$ cat src/rtl/rf_pkg.sv
// Shared register-file types and decode-stage default sizing.
package rf_pkg;

  typedef enum logic {
    INIT,
    RUN
  } rf_state_e;

  localparam int unsigned INIT_ZERO  = 0;
  localparam int unsigned INIT_INDEX = 1;

  localparam int unsigned RF_DATA_W = 32;
  localparam int unsigned RF_ADDR_W = 5;
  localparam int unsigned RF_NUM_RD = 2;

endpackage

$ cat src/rtl/reg_file_nport_read_port.sv
// One registered read port: zero-register check, same-cycle write bypass, output flop.
module rf_read_port #(
  parameter int unsigned DATA_W   = 32,
  parameter int unsigned ADDR_W   = 5,
  parameter int unsigned ZERO_REG = 1
) (
  input  logic              clk,
  input  logic              reset,
  input  logic              run,
  input  logic [ADDR_W-1:0] rd_addr,
  input  logic [DATA_W-1:0] mem_data,
  input  logic              wr_en,
  input  logic [ADDR_W-1:0] wr_addr,
  input  logic [DATA_W-1:0] wr_data,
  output logic [DATA_W-1:0] rd_data
);

  logic [DATA_W-1:0] rd_d;
  logic [DATA_W-1:0] rd_q;

  always_comb begin
    rd_d = '0;
    if (run) begin
      if ((ZERO_REG != 0) && (rd_addr == '0)) begin
        rd_d = '0;
      end else if (wr_en && (wr_addr == rd_addr)) begin
        rd_d = wr_data;
      end else begin
        rd_d = mem_data;
      end
    end
  end

  always_ff @(posedge clk) begin
    if (reset) begin
      rd_q <= '0;
    end else begin
      rd_q <= rd_d;
    end
  end

  assign rd_data = rd_q;

endmodule

$ cat src/rtl/reg_file_nport.sv
// N-read/1-write register file with reset sweep, write bypass and optional zero register.
module reg_file_nport
  import rf_pkg::*;
#(
  parameter int unsigned DATA_W    = RF_DATA_W,
  parameter int unsigned ADDR_W    = RF_ADDR_W,
  parameter int unsigned NUM_RD    = RF_NUM_RD,
  parameter int unsigned ZERO_REG  = 1,
  parameter int unsigned INIT_MODE = INIT_INDEX
) (
  input  logic                     clk,
  input  logic                     reset,
  input  logic                     write,
  input  logic [ADDR_W-1:0]        WR,
  input  logic [DATA_W-1:0]        WD,
  input  logic [NUM_RD*ADDR_W-1:0] PR,
  output logic [NUM_RD*DATA_W-1:0] RD,
  output logic                     ready
);

  localparam int unsigned DEPTH = 2 ** ADDR_W;
  localparam logic [ADDR_W-1:0] LAST_IDX = '1;
  localparam logic [ADDR_W-1:0] IDX_ONE  = ADDR_W'(1);

  rf_state_e         state_q, state_d;
  logic [ADDR_W-1:0] idx_q, idx_d;

  logic [DATA_W-1:0] mem_q [DEPTH];
  logic              mem_we;
  logic [ADDR_W-1:0] mem_wa;
  logic [DATA_W-1:0] mem_wd;
  logic              run;
  logic              user_we;

  function automatic logic [DATA_W-1:0] fill_value(input logic [ADDR_W-1:0] idx);
    return (INIT_MODE == INIT_INDEX) ? DATA_W'(idx) : '0;
  endfunction

  always_ff @(posedge clk) begin
    if (reset) begin
      state_q <= INIT;
      idx_q   <= '0;
    end else begin
      state_q <= state_d;
      idx_q   <= idx_d;
    end
  end

  always_comb begin
    state_d = state_q;
    idx_d   = idx_q;
    case (state_q)
      INIT: begin
        idx_d = idx_q + IDX_ONE;
        if (idx_q == LAST_IDX) begin
          state_d = RUN;
        end
      end
      RUN:     state_d = RUN;
      default: state_d = INIT;
    endcase
  end

  // The reset edge itself seeds entry 0; the sweep then rewrites it at the first INIT edge.
  always_comb begin
    run     = (state_q == RUN);
    ready   = run;
    user_we = run && write && !((ZERO_REG != 0) && (WR == '0));
    mem_we  = 1'b0;
    mem_wa  = '0;
    mem_wd  = '0;
    if (reset) begin
      mem_we = 1'b1;
      mem_wa = '0;
      mem_wd = fill_value('0);
    end else if (state_q == INIT) begin
      mem_we = 1'b1;
      mem_wa = idx_q;
      mem_wd = fill_value(idx_q);
    end else if (user_we) begin
      mem_we = 1'b1;
      mem_wa = WR;
      mem_wd = WD;
    end
  end

  always_ff @(posedge clk) begin
    if (mem_we) begin
      mem_q[mem_wa] <= mem_wd;
    end
  end

  for (genvar k = 0; k < NUM_RD; k++) begin : g_rd
    rf_read_port #(
      .DATA_W  (DATA_W),
      .ADDR_W  (ADDR_W),
      .ZERO_REG(ZERO_REG)
    ) u_port (
      .clk     (clk),
      .reset   (reset),
      .run     (run),
      .rd_addr (PR[k*ADDR_W +: ADDR_W]),
      .mem_data(mem_q[PR[k*ADDR_W +: ADDR_W]]),
      .wr_en   (write),
      .wr_addr (WR),
      .wr_data (WD),
      .rd_data (RD[k*DATA_W +: DATA_W])
    );
  end

endmodule

$ cat config.mk
export PLATFORM = sky130hd
export DESIGN_NAME = reg_file_nport
export DESIGN_NICKNAME = d
export VERILOG_FILES = /design/src/rtl/rf_pkg.sv /design/src/rtl/reg_file_nport_read_port.sv /design/src/rtl/reg_file_nport.sv
export SDC_FILE = /design/constraint.sdc
export NUM_CORES = 1
export LEC_CHECK = 0
export ABC_CLOCK_PERIOD_IN_PS = 7400
export BUFFER_PORTS_ARGS = -buffer_cell sky130_fd_sc_hd__buf_2
export CORE_ASPECT_RATIO = 0.8
export CORE_MARGIN = 3
export CORE_UTILIZATION = 50
export DETAILED_ROUTE_END_ITERATION = 10
export PLACE_DENSITY = 0.7
export SLEW_MARGIN = 20
export SYNTH_ARGS = -nofsm -noshare
export SYNTH_HDL_FRONTEND = slang
export SYNTH_HIERARCHICAL = 1
export SYNTH_SLANG_ARGS = --single-unit
$ cat constraint.sdc
create_clock -name clk -period 7.4 [get_ports clk]
set_input_delay 0 -clock clk [delete_from_list [all_inputs] [get_ports clk]]
set_output_delay 0 -clock clk [all_outputs]
set_load 0.01 [all_outputs]
==> impl_metrics.py <==
metrics = {
    "worst_setup_path": {
        "reg2reg_depth": 6,
        "startpoint": "ready",
        "rrSetupSlack_ns": 3.51,
        "start_kind": "flip-flop",
        "r2r_end": "mem_q[2][24]",
        "cp_data_required_time_ns": 7.71,
        "path_max_fanout": 23,
        "cp-endpoint": "mem_q[2][24]",
        "cp-end-kind": "flip-flop",
        "cp.arrival_ns": 4.20,
        "timing.rr.start": "ready",
        "path_class": "flip-flop to flip-flop",
    },
    "clock_network": {
        "cts-root-buf": "clkbuf_16",
        "tritoncts": "done",
        "post_cts_buffers": 0,
        "cts_sinks": 1094,
        "clock_latency_ns": 0.68,
        "cts-htree-levels": 3,
        "cts_resized": 0,
        "numCtsBuffers": 102,
        "clkSlewWorstSetupHoldPaths_ns": 0.07,
        "cts.path.max_buffers": 3,
        "hold_buffers": 33,
    },
    "logic_synthesis": {
        "synth_cell_types": 41,
        "synth.cell_area_um2": 51900,
        "synth-main-ff-cell": "edfxtp_1",
        "synthTopCellsByArea": "edfxtp_1 59%, mux2i_1 20%, a22oi_1 2.8%",
        "ys_warn_count": 6,
        "ys_seq_elements": 1094,
        "synth_area_per_cell_um2": 13.7,
        "synthArstFlopShare_pct": 0,
        "yosysTopAreaCell": "edfxtp_1",
        "ys_seq_area_share_pct": 62.0,
        "synth.top_cell.area_share_pct": 59.3,
        "netlist_instances": 3793,
        "synth_edf_count": 1024,
        "synth_fp_nets": 3845,
    },
    "route": {
        "drt_pass1_iterations": 6,
        "ant_nets": 0,
        "wl_per_cell_um": 30.5,
        "vias": 35500,
        "vias_per_cell": 6.67,
        "drcViolationCount": 0,
        "drt_wl_total_um": 163000,
        "drt_iter0_drc": 4961,
    },
    "cells_and_area": {
        "nNetsFinal": 3896,
        "final_cell_mix": "1026 x mux2i_1, 1024 x edfxtp_1, 271 x nand2_1",
        "final_cells": 5324,
        "syn_to_final_growth_pct": 11.3,
        "drive_above_1_share_pct": 11.4,
        "utilization_pct": 56.2,
        "diodes": 0,
        "final_common_cell": "mux2i_1",
    },
    "placed_design": {
        "routabilityCongestion": 0.863,
        "dpl.cell_count": 5096,
        "dp_hpwl_um": 87500,
        "port_buffers": 114,
    },
    "hold_path": {
        "worstHoldPathType": "input pin to flip-flop",
    },
    "run": {
        "maxCapViolCount": 0,
    },
    "sta": {
        "hold_violations": 0,
        "setup_viol": 0,
        "clock_skew_ns": 0.0215,
        "max_slew.worst_pin.slew_ns": 1.28,
        "timing.final.crit_share_pct": 52.6,
        "period_needed_ns": 3.89,
        "holdWs_ns": 0.129,
        "timing.final.max_slew_violations": 0,
        "maxSlewHeadroom_pct": 14.4,
        "rsz0062_at_grt": "no",
        "tns_ns": 0,
        "fmax_ghz": 0.257,
    },
    "global_route": {
        "grt_start_max_net_pins": 134,
        "grt_usage_pct": 29.2,
        "antenna_found_initial": 1,
        "grt_pass1_vias": 33700,
        "overflow": 0,
        "grt_pass1_wl_um": 232000,
    },
    "die": {
        "start_util_pct": 50.5,
        "placementRows": 105,
        "core_um2": 103000,
        "fp.dieW_um": 366,
        "dieArea_um2": 108000,
        "ios": 115,
        "die_h_um": 294,
    },
    "status": {
        "outcome": "complete, no violations",
    },
    "pwr": {
        "peakVddDrop_v": 0.000249,
        "power.density_nw_per_um2": 230,
        "p_leak_uw": 0.0207,
        "p_total_uw": 13300,
    },
}
==> worst min path at each step <==
stage / slack, ns / start / depth (start not counted) / end
after floorplan: 0.14 / WD[0] / 2 / g_rd[0].u_port/rd_data[0]
after global routing: 0.14 / WD[7] / 4 / g_rd[0].u_port/rd_data[7]
after CTS: 0.1 / WD[26] / 4 / g_rd[1].u_port/rd_data[26]
final: 0.13 / WD[23] / 4 / g_rd[1].u_port/rd_data[23]
after detailed placement: 0.26 / WD[21] / 3 / g_rd[1].u_port/rd_data[21]
after global placement: 0.25 / WD[6] / 3 / g_rd[1].u_port/rd_data[6]
==> kinds of logic after synthesis <==
family	share of synthesized area, %
AO/OA/AOI/OAI	8.43
AND/OR/NAND/NOR	6.46
buffers and inverters	3.07
XOR/XNOR	0.219
multiplexers	19.8
flip-flops	62.0
adder cells (fa/ha/maj)	0.0482
==> critical path, stage by stage, from the launching register on <==
cell and delay (ns):
dfxtp_1 0.84, inv_1 0.28, nand2_1 0.17, a21oi_1 0.13, a211o_1 0.56, nor2_4 0.94, buf_4 0.55
==> state kept, by name, indices dropped and copies added, names as in the netlist <==
register and cells:
mem_q 1024, idx_q 5, ready 1, g_rd.u_port/rd_data 64
==> area by class of cell <==
| type | count | area (um2) |
|---|---|---|
| Tap cell | 1391 | 1740 |
| Fill cell | 8213 | 45000 |
| Sequential cell | 1094 | 32200 |
| Multi-Input combinational cell | 2407 | 18500 |
| Timing Repair Buffer | 238 | 1820 |
| Clock inverter | 55 | 572 |
| Clock buffer | 138 | 2980 |
| Inverter | 1 | 3.75 |
==> metal layers <==
layer  vias to the layer above  wire, um  GRT usage, %
met3                       383     18700          5.58
li1                      14900         -             -
met1                     17900     66800          42.8
met5                         -         0             0
met4                         0      6680          11.3
met2                      2311     70300          43.3
==> power by group <==
part,internal [uW],switching [uW]
clock,3210,2330
sequential,6720,23.1
combinational,342,674
total,10300,3030
==> stage by stage <==
step	worst slack, ns	area (um2)
5_1_grt	3.43	57700
3_5_place_dp	3.64	53800
6_report	3.51	57700
2_1_floorplan	3.44	51900
4_1_cts	3.61	57700
3_3_place_gp	3.79	53700
==> cell usage after synthesis, types with 44 or more instances <==
cell type,n
mux2i_1,1026
edfxtp_1,1024
nand2_1,273
a21oi_1,201
nand3_1,196
a22oi_1,192
a22o_1,128
clkbuf_1,107
buf_2,75
nor3_1,74
buf_4,70
dfxtp_1,70
nand4_1,65
a31oi_1,64
o21ai_0,44
Note: power is estimated with default switching activity, not from simulation.
